`config.mk`:
```
export PLATFORM = sky130hd
export DESIGN_NAME = multi_div
export DESIGN_NICKNAME = d
export VERILOG_FILES = /design/src/rtl/multi_div.sv
export SDC_FILE = /design/constraint.sdc
export NUM_CORES = 1
export LEC_CHECK = 0
export CAP_MARGIN = 15
export CORE_MARGIN = 1.5
export CORE_UTILIZATION = 50
export CTS_CLUSTER_SIZE = 14
export DETAILED_ROUTE_END_ITERATION = 8
export GPL_TIMING_DRIVEN = 0
export PLACE_DENSITY = 0.75
export SLEW_MARGIN = 0
export SYNTH_ARGS = -nofsm -noshare
export SYNTH_HDL_FRONTEND = slang
export SYNTH_SLANG_ARGS = --single-unit
```
`constraint.sdc`:
```
create_clock -name clk -period 2.7 [get_ports clk]
set_input_delay 0.54 -clock clk [delete_from_list [all_inputs] [get_ports clk]]
set_output_delay 0.54 -clock clk [all_outputs]
set_load 0.01 [all_outputs]
```
`src/rtl/multi_div.sv`:
```
// multi_div: restoring divider, one quotient bit per cycle, MSB first.
// Ports: clk, reset (sync, active-high), start, dividend, divisor in;
//   busy, done, quotient, remainder, div_zero out.
// Optional: define MULTI_DIV_SIGNED_EN for two's-complement operands.
module multi_div #(
    parameter  int S = 3,
    localparam int W = 2**S
) (
    input  logic         clk,
    input  logic         reset,
    input  logic         start,
    input  logic [W-1:0] dividend,
    input  logic [W-1:0] divisor,
    output logic         busy,
    output logic         done,
    output logic [W-1:0] quotient,
    output logic [W-1:0] remainder,
    output logic         div_zero
);

    typedef enum logic [1:0] {IDLE, RUN, DONE} state_t;

    localparam logic [W-1:0] ONE = 1;

    state_t         state_q, state_d;
    logic [W:0]     rem_q, rem_d;
    logic [W-1:0]   acc_q, acc_d;
    logic [W-1:0]   dvs_q, dvs_d;
    logic [S-1:0]   cnt_q, cnt_d;
    logic [W-1:0]   quo_q, quo_d;
    logic [W-1:0]   rmd_q, rmd_d;
    logic           dz_q, dz_d;

    logic [W+1:0]   shifted, diff;
    logic           qbit;
    logic [W:0]     rem_nx;
    logic [W-1:0]   acc_nx;
    logic [W-1:0]   dvd_mag, dvs_mag;
    logic [W-1:0]   quo_fix, rmd_fix;

    // acc holds the not-yet-consumed dividend bits in its upper part
    // and collects quotient bits from the bottom.
    assign shifted = {rem_q, acc_q[W-1]};
    assign diff    = shifted - {2'b00, dvs_q};
    assign qbit    = ~diff[W+1];
    assign rem_nx  = qbit ? diff[W:0] : shifted[W:0];
    assign acc_nx  = {acc_q[W-2:0], qbit};

`ifdef MULTI_DIV_SIGNED_EN
    logic nq_q, nq_d;
    logic nr_q, nr_d;

    assign dvd_mag = dividend[W-1] ? (~dividend) + ONE : dividend;
    assign dvs_mag = divisor[W-1]  ? (~divisor) + ONE  : divisor;
    // Quotient truncates toward zero; remainder follows the dividend.
    assign quo_fix = nq_q ? (~acc_nx) + ONE : acc_nx;
    assign rmd_fix = nr_q ? (~rem_nx[W-1:0]) + ONE : rem_nx[W-1:0];

    always_comb begin
        nq_d = nq_q;
        nr_d = nr_q;
        if (state_q != RUN && start) begin
            nq_d = dividend[W-1] ^ divisor[W-1];
            nr_d = dividend[W-1];
        end
    end

    always_ff @(posedge clk) begin
        if (reset) begin
            nq_q <= 1'b0;
            nr_q <= 1'b0;
        end else begin
            nq_q <= nq_d;
            nr_q <= nr_d;
        end
    end
`else
    assign dvd_mag = dividend;
    assign dvs_mag = divisor;
    assign quo_fix = acc_nx;
    assign rmd_fix = rem_nx[W-1:0];
`endif

    always_comb begin
        state_d = state_q;
        rem_d   = rem_q;
        acc_d   = acc_q;
        dvs_d   = dvs_q;
        cnt_d   = cnt_q;
        quo_d   = quo_q;
        rmd_d   = rmd_q;
        dz_d    = dz_q;
        unique case (state_q)
            IDLE, DONE: begin
                state_d = IDLE;
                if (start) begin
                    dz_d  = 1'b0;
                    rem_d = '0;
                    acc_d = dvd_mag;
                    dvs_d = dvs_mag;
                    cnt_d = S'(W-1);
                    if (divisor == '0) begin
                        state_d = DONE;
                        quo_d   = '1;
                        rmd_d   = dividend;
                        dz_d    = 1'b1;
                    end else begin
                        state_d = RUN;
                    end
                end
            end
            RUN: begin
                rem_d = rem_nx;
                acc_d = acc_nx;
                cnt_d = cnt_q - S'(1);
                if (cnt_q == '0) begin
                    state_d = DONE;
                    quo_d   = quo_fix;
                    rmd_d   = rmd_fix;
                end
            end
            default: state_d = IDLE;
        endcase
    end

    always_ff @(posedge clk) begin
        if (reset) begin
            state_q <= IDLE;
            rem_q   <= '0;
            acc_q   <= '0;
            dvs_q   <= '0;
            cnt_q   <= '0;
            quo_q   <= '0;
            rmd_q   <= '0;
            dz_q    <= 1'b0;
        end else begin
            state_q <= state_d;
            rem_q   <= rem_d;
            acc_q   <= acc_d;
            dvs_q   <= dvs_d;
            cnt_q   <= cnt_d;
            quo_q   <= quo_d;
            rmd_q   <= rmd_d;
            dz_q    <= dz_d;
        end
    end

    assign busy      = (state_q == RUN);
    assign done      = (state_q == DONE);
    assign quotient  = quo_q;
    assign remainder = rmd_q;
    assign div_zero  = dz_q;

endmodule

```
==> metrics.cfg, run 1 <==
[global_routing]
grt_use_total_pct=24.1
antenna_found_initial=0
grt_pass1_vias=2053
grt_max_degree=15
grt_overflow=0
grt_pass1_wl_microns=9890

[final_layout]
stdcell_count=416
final_util_pct=63.6
insertedDiodeCount=0
nNetsFinal=378
drive_gt1_share_pct=5.73
areaGrowthSynthToFinish_pct=21.9

[critical_path]
critical_path_required_ns=2.89
critical_path_class=flip-flop to flip-flop
crit_path_end_kind=flip-flop
crit_fanout=10
worstSetupStartpointType=flip-flop
rrSetupSlack_ns=0.21
r2r-start=dvs_q[4]$_SDFFE_PP0P_
reg2reg_depth=9
crit_arrival_ns=2.68
worstReg2RegEnd=rem_q[1]$_SDFFE_PP0P_

[drt]
routedWlPerCell_microns=14.1
drcViolationCount=0
drtPass1Iterations=4
drt-initial-drc-count=176
vias=2262
ant_nets=0
routed_wl_microns=5850
drt-vias-per-instance=5.44

[timing]
finClkSkew_ns=0.00809
finalCritPeriodShare_pct=92.0
slew_headroom_pct=51.4
setup_ws_ns=0.215
hold_viol=0
fmaxAchievable_mhz=402
drv_slew=0
whs_ns=0.466
max_slew.worst_pin.slew_ns=0.726
period_needed_ns=2.49
finalSetupViolCount=0
rsz0062_at_grt=no
setup_tns_ns=0

[placed_design]
hpwlAfterDp_microns=4410
dpl_worst_slack_ns=0.120
gp_congestion=0.812
port_buffers=37
placed_cells=408

[logic_synthesis]
synthArstFlopShare_pct=0
post_synth_num_cell_types=46
netlist_area_sq_mm=0.00247
ys_warn_count=0
seq_area_frac_synth_pct=38.2
synth.ff_latch_count=47
syn_inst=304
synthFlopType=dfxtp_1
syn_nets=334
synth.avg_cell_area_sq_um=8.11
synth-edff-count=0

[die]
core-area_sq_mm=0.00472
die-area_sq_mm=0.00536
die_width_microns=73.2
start_util_pct=52.2
ios=38
row_count=25
die_h_microns=73.2

[pwr]
ir_drop_mv=0.380
power_density_mw_per_mm2=620
leakagePower_nw=1.19

[clocking]
post-cts-setup-buffer-count=0
cts.sinks=47
clockBufferDepth=2
cts-buffers-inserted=5
cts_tree=built
cts_root_buffer=clkbuf_8
path_clk_slew_ns=0.09
cts_hold_buf=0
clock_latency_ns=0.31
ctsResizeCount=0
cts_max_level=2

[worst_hold_path]
hp-class=flip-flop to flip-flop
min-delay-start=dvs_q[0]$_SDFFE_PP0P_
whs_path_depth=2
min_to=dvs_q[0]$_SDFFE_PP0P_

[outcome]
status=finished, final reports clean

[job]
cap_violations=0

-- metrics by stage --
| step | cell area [sq um] | total power, mW |
|---|---|---|
| 3_3_place_gp | 2920 | 1.44 |
| 5_1_grt | 3010 | 1.98 |
| 4_1_cts | 3010 | 1.87 |
| 3_5_place_dp | 2920 | 1.45 |
| 6_report | 3010 | 1.86 |
| 2_1_floorplan | 2470 | 1.27 |
-- synth_stat cells (4+ instances only) --
master | number | share of area (%)
nand2_1 | 54 | 8.2
dfxtp_1 | 47 | 38
nor2_1 | 34 | 5.2
nor3_1 | 15 | 3.0
a21oi_1 | 14 | 2.8
inv_1 | 13 | 2.0
a211oi_1 | 10 | 3.0
ha_1 | 10 | 5.1
clkbuf_1 | 9 | 1.4
mux2i_1 | 9 | 3.7
a311oi_1 | 8 | 2.8
o21ai_0 | 8 | 1.6
nand3_1 | 7 | 1.4
o21a_1 | 7 | 2.1
a21o_1 | 6 | 1.8
nand2b_1 | 5 | 1.3
buf_1 | 4 | 0.61
o32a_1 | 4 | 1.6
-- kinds of logic (layout without fill, tap and decap cells) --
family | count (synthesis) | count (layout) | share of synthesized area [%]
AND/OR/NAND/NOR | 132 | 132 | 24.3
AO/OA/AOI/OAI | 72 | 72 | 21.4
flip-flops | 47 | 47 | 38.2
buffers and inverters | 29 | 74 | 5.12
adder cells (fa/ha/maj) | 11 | 11 | 5.89
multiplexers | 10 | 10 | 4.11
XOR/XNOR | 3 | 3 | 1.07
-- sequential cells by signal, summed over array words and instances (netlist names) --
signal / count
rem_q: 9
cnt_q: 3
dvs_q: 8
acc_q: 8
div_zero: 1
state_q: 2
quotient: 8
remainder: 8
-- power by group --
group | switching (mW) | total (mW) | internal [mW]
clock | 0.245 | 0.426 | 0.181
combinational | 0.344 | 0.647 | 0.302
sequential | 0.0397 | 0.791 | 0.751
-- area by class of cell --
type	instances	area (sq um)
inverter	14	52.6
clock inverter	2	12.5
buffer	15	73.8
fill	437	1720
tap	67	83.8
timing repair buffer	37	370
clock buffer	6	72.6
multi-input combinational	228	1400
sequential	47	941
-- worst max path at each step --
| stage | startpoint | end | slack [ns] |
|---|---|---|---|
| after detailed placement | start | remainder[5]$_SDFFE_PP0P_ | 0.12 |
| final | dvs_q[4]$_SDFFE_PP0P_ | rem_q[1]$_SDFFE_PP0P_ | 0.21 |
| after CTS | dvs_q[4]$_SDFFE_PP0P_ | rem_q[1]$_SDFFE_PP0P_ | 0.21 |
| after global routing | dvs_q[4]$_SDFFE_PP0P_ | rem_q[1]$_SDFFE_PP0P_ | 0.07 |
| after floorplan | dvs_q[4]$_SDFFE_PP0P_ | remainder[0]$_SDFFE_PP0P_ | 0.41 |
| after global placement | start | remainder[3]$_SDFFE_PP0P_ | 0.14 |
-- worst max-delay path: stages (launching register included) --
cell,delay [ns]
dfxtp_1,0.34
inv_1,0.04
ha_1,0.32
a21o_1,0.24
a211o_1,0.33
or3_4,0.40
nand3_4,0.12
buf_12,0.15
mux2i_1,0.30
o21ai_0,0.13
-- cell usage in the layout, fill, tap and decap left out, types with 7 or more instances in the layout --
master and n:
nand3_1 7, mux2i_1 9, a21oi_1 14, a211oi_1 10, nor2_1 34, o21ai_0 8, ha_1 10, a311oi_1 8
nand2_1 54, dfxtp_1 47, clkdlybuf4s50_1 37, clkbuf_1 10, o21a_1 7, inv_1 13, nor3_1 15
-- per-layer routing --
metal  up-vias  global-route usage [%]  share of wire (%)
li1       1163                       -                  -
met2        60                    37.0                 45
met5         -                       0                  0
met4         0                    5.66                1.2
met1      1032                    34.1                 48
met3         7                    5.66                5.5
Note: power is estimated with default switching activity, not from simulation.
==> run 2: changes to the inputs <==
Settings changed: CORE_MARGIN 1.5 to unset.
==> run 2 against run 1 <==
Net effect: wire length rose by 1.4%; critical path type unchanged; via count down 0.71%; critical endpoint is now remainder[0]$_SDFFE_PP0P_; clock power up 1%; worst setup slack worse by 0.019 ns.
==> metrics.cfg, run 2 (same netlist as run 1, synthesis figures left out) <==
[die]
row_count=25  ; unchanged
ios=38  ; unchanged
core-area_sq_mm=0.00472  ; unchanged
die_h_microns=72.2  ; was 73.2 microns
die-area_sq_mm=0.00522  ; was 0.00536 sq mm
die_width_microns=72.2  ; was 73.2 microns
start_util_pct=52.2  ; unchanged

[timing]
finClkSkew_ns=0.00498  ; was 0.00809 ns
hold_viol=0  ; unchanged
whs_ns=0.459  ; was 0.466 ns
finalSetupViolCount=0  ; unchanged
fmaxAchievable_mhz=399  ; was 402 MHz
drv_slew=0  ; unchanged
period_needed_ns=2.50  ; was 2.49 ns
max_slew.worst_pin.slew_ns=0.724  ; was 0.726 ns
slew_headroom_pct=51.6  ; was 51.4%
finalCritPeriodShare_pct=92.8  ; was 92.0%
rsz0062_at_grt=no  ; unchanged
setup_tns_ns=0  ; unchanged

[final_layout]
largest_register_ffs=9  ; unchanged
layout_common_cells=nand2_1, dfxtp_1, clkdlybuf4s50_1  ; unchanged
insertedDiodeCount=0  ; unchanged
final_util_pct=63.7  ; was 63.6%
nNetsFinal=378  ; unchanged
drive_gt1_share_pct=5.75  ; was 5.73%
areaGrowthSynthToFinish_pct=22.0  ; was 21.9%
top_register=rem_q  ; unchanged
layout.filler_cells=429  ; was 437
final_common_cell=nand2_1  ; unchanged

[clocking]
cts-buffers-inserted=5  ; unchanged
clock_latency_ns=0.30  ; was 0.31 ns
cts_root_buffer=clkbuf_8  ; unchanged
cts.sinks=47  ; unchanged
cts_tree=built  ; unchanged
ctsResizeCount=0  ; unchanged
post-cts-setup-buffer-count=0  ; unchanged
path_clk_slew_ns=0.09  ; about the same
clockBufferDepth=2  ; unchanged
cts_hold_buf=0  ; unchanged
cts_max_level=2  ; unchanged

[pwr]
power_density_mw_per_mm2=621  ; was 620 mW/mm^2
ir_drop_mv=0.320  ; was 0.380 mV
finalPower_mw=1.87  ; was 1.86 mW
leakagePower_nw=1.20  ; was 1.19 nW

[critical_path]
crit_fanout=5  ; was 10
crit_path_end_kind=flip-flop  ; unchanged
critical_path_class=flip-flop to flip-flop  ; unchanged
critPathMaxStageDelay_ns=0.40  ; about the same
crit_arrival_ns=2.71  ; was 2.68 ns
path_cells=ha_1 > a21o_1 > a211o_1 > or3_4 > nand3_4 > mux2_2 > a211oi_1  ; was inv_1 > ha_1 > a21o_1 > a211o_1 > or3_4 > nand3_4 > buf_12 > mux2i_1 > o21ai_0
path_buf_inv=0  ; was 2
cpMaxStageDelayCell=or3_4  ; unchanged
cpLargestDelayFamily=compound AO/OA/AOI/OAI gates  ; unchanged
critical_path_required_ns=2.91  ; was 2.89 ns
worstSetupStartpointType=flip-flop  ; unchanged

[global_routing]
grt_max_degree=14  ; was 15
grt_overflow=0  ; unchanged
grt_pass1_vias=2008  ; was 2053
grt_use_total_pct=23.7  ; was 24.1%
grt_pass1_wl_microns=9520  ; was 9890 microns
antenna_found_initial=0  ; unchanged

[placed_design]
gp_congestion=0.805  ; was 0.812
hpwlAfterDp_microns=4430  ; was 4410 microns
port_buffers=37  ; unchanged

[drt]
vias=2246  ; was 2262
ant_nets=0  ; unchanged
drt-initial-drc-count=138  ; was 176
drcViolationCount=0  ; unchanged
drt-vias-per-instance=5.41  ; was 5.44
drtPass1Iterations=4  ; unchanged
routed_wl_microns=5930  ; was 5850 microns
routedWlPerCell_microns=14.3  ; was 14.1 microns

[outcome]
status=finished, final reports clean  ; unchanged

[worst_hold_path]
hp-class=flip-flop to flip-flop  ; unchanged

[job]
cap_violations=0  ; unchanged

-- run 2: area by class of cell --
type	count	area, sq um	area share (%)
repair buffers	37	370	12.3
flip-flops and latches	47	941	31.3
clock inverters	1	5.00	0.166
clock buffers	6	82.6	2.75
multi-input cells	228	1400	46.5
inverters	14	52.6	1.75
plain buffers	15	73.8	2.45
well taps	67	83.8	2.79
-- run 2: layer usage --
layer  global-route usage (%)  up-vias  routed length, microns
li1                         -     1156                       -
met1                     33.4     1047                    2870
met2                     36.9       39                    2810
met3                     4.58        4                     202
met4                     6.75        0                      45
met5                        0        -                       0
-- run 2: power breakdown --
group	internal, mW	total (mW)	switching (mW)
combinational	0.302	0.646	0.345
sequential	0.751	0.790	0.0391
clock	0.201	0.432	0.231
-- run 2: worst paths after layout --
path                         startpoint                        end  slack (ns)  depth (start not counted)
setup / recovery  rem_q[3]$_SDFFE_PP0P_  remainder[0]$_SDFFE_PP0P_        0.20                          7
hold / removal    dvs_q[7]$_SDFFE_PP0P_      dvs_q[7]$_SDFFE_PP0P_        0.46                          2
hold reg to reg   dvs_q[7]$_SDFFE_PP0P_      dvs_q[7]$_SDFFE_PP0P_        0.46                          2
setup reg to reg  rem_q[3]$_SDFFE_PP0P_  remainder[0]$_SDFFE_PP0P_        0.20                          7
-- run 2: tightest hold or removal path, delay by kind of cell (launching register included) --
kind | cells | cell delay [ns]
flops | 1 | 0.32
compound gates | 1 | 0.05
simple gates | 1 | 0.05
-- run 2: through the flow --
stage	setup slack [ns]	cells	area, sq um
after floorplan	0.408	304	2470
after global placement	0.163	408	2920
after detailed placement	0.115	408	2920
after CTS	0.204	415	3010
after global routing	0.0441	415	3010
final	0.195	415	3010
==> run 3: changes to the inputs <==
Settings changed: MAX_ROUTING_LAYER set to met4.
==> run 3 against run 2 <==
Net effect: non-clock buffer count is the same; core utilization unchanged; cell area is the same; critical path type unchanged; critical endpoint is now rem_q[1]$_SDFFE_PP0P_; largest cell class unchanged; highest routed layer unchanged.
==> metrics.cfg, run 3 (same netlist as run 1, synthesis figures left out) <==
[pwr]
leakagePower_nw=1.20  ; unchanged
finalPower_mw=1.87  ; about the same
power_density_mw_per_mm2=621  ; about the same
ir_drop_mv=0.320  ; about the same

[drt]
drt-initial-drc-count=130  ; was 138
drt-vias-per-instance=5.41  ; about the same
routed_wl_microns=5960  ; was 5930 microns
routedWlPerCell_microns=14.4  ; was 14.3 microns
drtPass1Iterations=5  ; was 4
vias=2244  ; was 2246
ant_nets=0  ; unchanged
drcViolationCount=0  ; unchanged

[critical_path]
crit_arrival_ns=2.71  ; about the same
worstSetupStartpointType=flip-flop  ; unchanged
critical_path_class=flip-flop to flip-flop  ; unchanged
path_cells=ha_1 > a21o_1 > a211o_1 > or3_4 > nand3_4 > buf_12 > mux2i_1 > o21ai_0  ; was ha_1 > a21o_1 > a211o_1 > or3_4 > nand3_4 > mux2_2 > a211oi_1
critPathMaxStageDelay_ns=0.40  ; about the same
r2r-start=rem_q[3]$_SDFFE_PP0P_  ; unchanged
critical_path_required_ns=2.88  ; was 2.91 ns
crit_path_end_kind=flip-flop  ; unchanged
startpoint=rem_q[3]$_SDFFE_PP0P_  ; unchanged
cpMaxStageDelayCell=or3_4  ; unchanged
crit_fanout=10  ; was 5

[timing]
setup_tns_ns=0  ; unchanged
rsz0062_at_grt=no  ; unchanged
fmaxAchievable_mhz=396  ; was 399 MHz
max_slew.worst_pin.slew_ns=0.732  ; was 0.724 ns
drv_slew=0  ; unchanged
period_needed_ns=2.53  ; was 2.50 ns
finalSetupViolCount=0  ; unchanged
finalCritPeriodShare_pct=93.6  ; was 92.8%
hold_viol=0  ; unchanged
slew_headroom_pct=51.0  ; was 51.6%
whs_ns=0.459  ; about the same
finClkSkew_ns=0.00487  ; was 0.00498 ns

[clocking]
clock_latency_ns=0.30  ; about the same
cts-buffers-inserted=5  ; unchanged
path_clk_slew_ns=0.08  ; was 0.09 ns
cts_root_buffer=clkbuf_8  ; unchanged
post-cts-setup-buffer-count=0  ; unchanged
ctsResizeCount=0  ; unchanged
cts_max_level=2  ; unchanged
clockBufferDepth=2  ; unchanged
cts_hold_buf=0  ; unchanged
cts_tree=built  ; unchanged
cts.sinks=47  ; unchanged

[final_layout]
multiInputGateArea_sq_mm=0.00140  ; unchanged
stdcell_count=415  ; unchanged
design_area_sq_mm=0.00301  ; unchanged
layout_common_cells=nand2_1, dfxtp_1, clkdlybuf4s50_1  ; unchanged
areaGrowthSynthToFinish_pct=22.0  ; unchanged
top_register=rem_q  ; unchanged
regArea_sq_um=941  ; unchanged
nNetsFinal=378  ; unchanged
layout.filler_cells=429  ; unchanged
final_common_cell=nand2_1  ; unchanged
drive_gt1_share_pct=5.75  ; unchanged
largest_register_ffs=9  ; unchanged
insertedDiodeCount=0  ; unchanged

[placed_design]
gp_congestion=0.817  ; was 0.805
port_buffers=37  ; unchanged
hpwlAfterDp_microns=4430  ; unchanged
place_area_sq_mm=0.00292  ; unchanged
placed_cells=408  ; unchanged

[die]
row_count=25  ; unchanged
core-area_sq_mm=0.00472  ; unchanged
ios=38  ; unchanged
die_width_microns=72.2  ; unchanged
die-area_sq_mm=0.00522  ; unchanged
start_util_pct=52.2  ; unchanged
die_h_microns=72.2  ; unchanged

[global_routing]
antenna_found_initial=0  ; unchanged
grt_overflow=0  ; unchanged
grt_use_total_pct=24.3  ; was 23.7%
grt_pass1_vias=2007  ; was 2008
grt_pass1_wl_microns=9510  ; was 9520 microns
grt_max_degree=14  ; unchanged

[job]
cap_violations=0  ; unchanged

[worst_hold_path]
hp-class=flip-flop to flip-flop  ; unchanged
min-delay-start=dvs_q[7]$_SDFFE_PP0P_  ; unchanged

[outcome]
status=finished, final reports clean  ; unchanged

-- run 3: cell counts in the layout (fill, tap and decap cells not counted) --
Identical to the previous run, type by type.
-- run 3: final cells by class --
cell class | instances | area share (%)
multi-input combinational | 228 | 46.5
sequential | 47 | 31.3
timing repair buffer | 37 | 12.3
tap | 67 | 2.79
clock buffer | 6 | 2.75
buffer | 15 | 2.45
inverter | 14 | 1.75
clock inverter | 1 | 0.166
-- run 3: critical path: cells and delay by family (launching register included) --
kind,cells,cell delay (ns)
AO/OA/AOI/OAI,3,0.71
adder cells (fa/ha/maj),1,0.37
buffers and inverters,1,0.15
flip-flops,1,0.36
multiplexers,1,0.29
AND/OR/NAND/NOR,2,0.52
-- run 3: per-stage QoR --
stage | worst slack (ns) | utilization [%]
after floorplan | 0.408 | -
after global placement | 0.163 | 61.8
after detailed placement | 0.115 | 61.8
after CTS | 0.204 | 63.7
after global routing | 0.0441 | 63.7
final | 0.172 | 63.7
-- run 3: path summary, 6_finish.rpt --
check | to | slack (ns) | cells past startpoint
min | dvs_q[7]$_SDFFE_PP0P_ | 0.46 | 2
max | rem_q[1]$_SDFFE_PP0P_ | 0.17 | 8
max reg2reg | rem_q[1]$_SDFFE_PP0P_ | 0.17 | 8
min reg2reg | dvs_q[7]$_SDFFE_PP0P_ | 0.46 | 2
-- run 3: power by group --
group	leakage [nW]	switching [mW]	internal, mW	total [mW]
clock	0.0470	0.231	0.201	0.432
sequential	0.384	0.0393	0.751	0.790
combinational	0.768	0.345	0.302	0.646
total	1.20	0.615	1.25	1.87
-- run 3: routing by layer --
layer	wire length (microns)	global-route usage, %	share of wire [%]	vias up
li1	-	-	-	1152
met1	2870	33.4	48	1042
met2	2810	36.9	47	44
met3	227	4.17	3.8	6
met4	51	6.75	0.86	0
met5	0	-	0	-
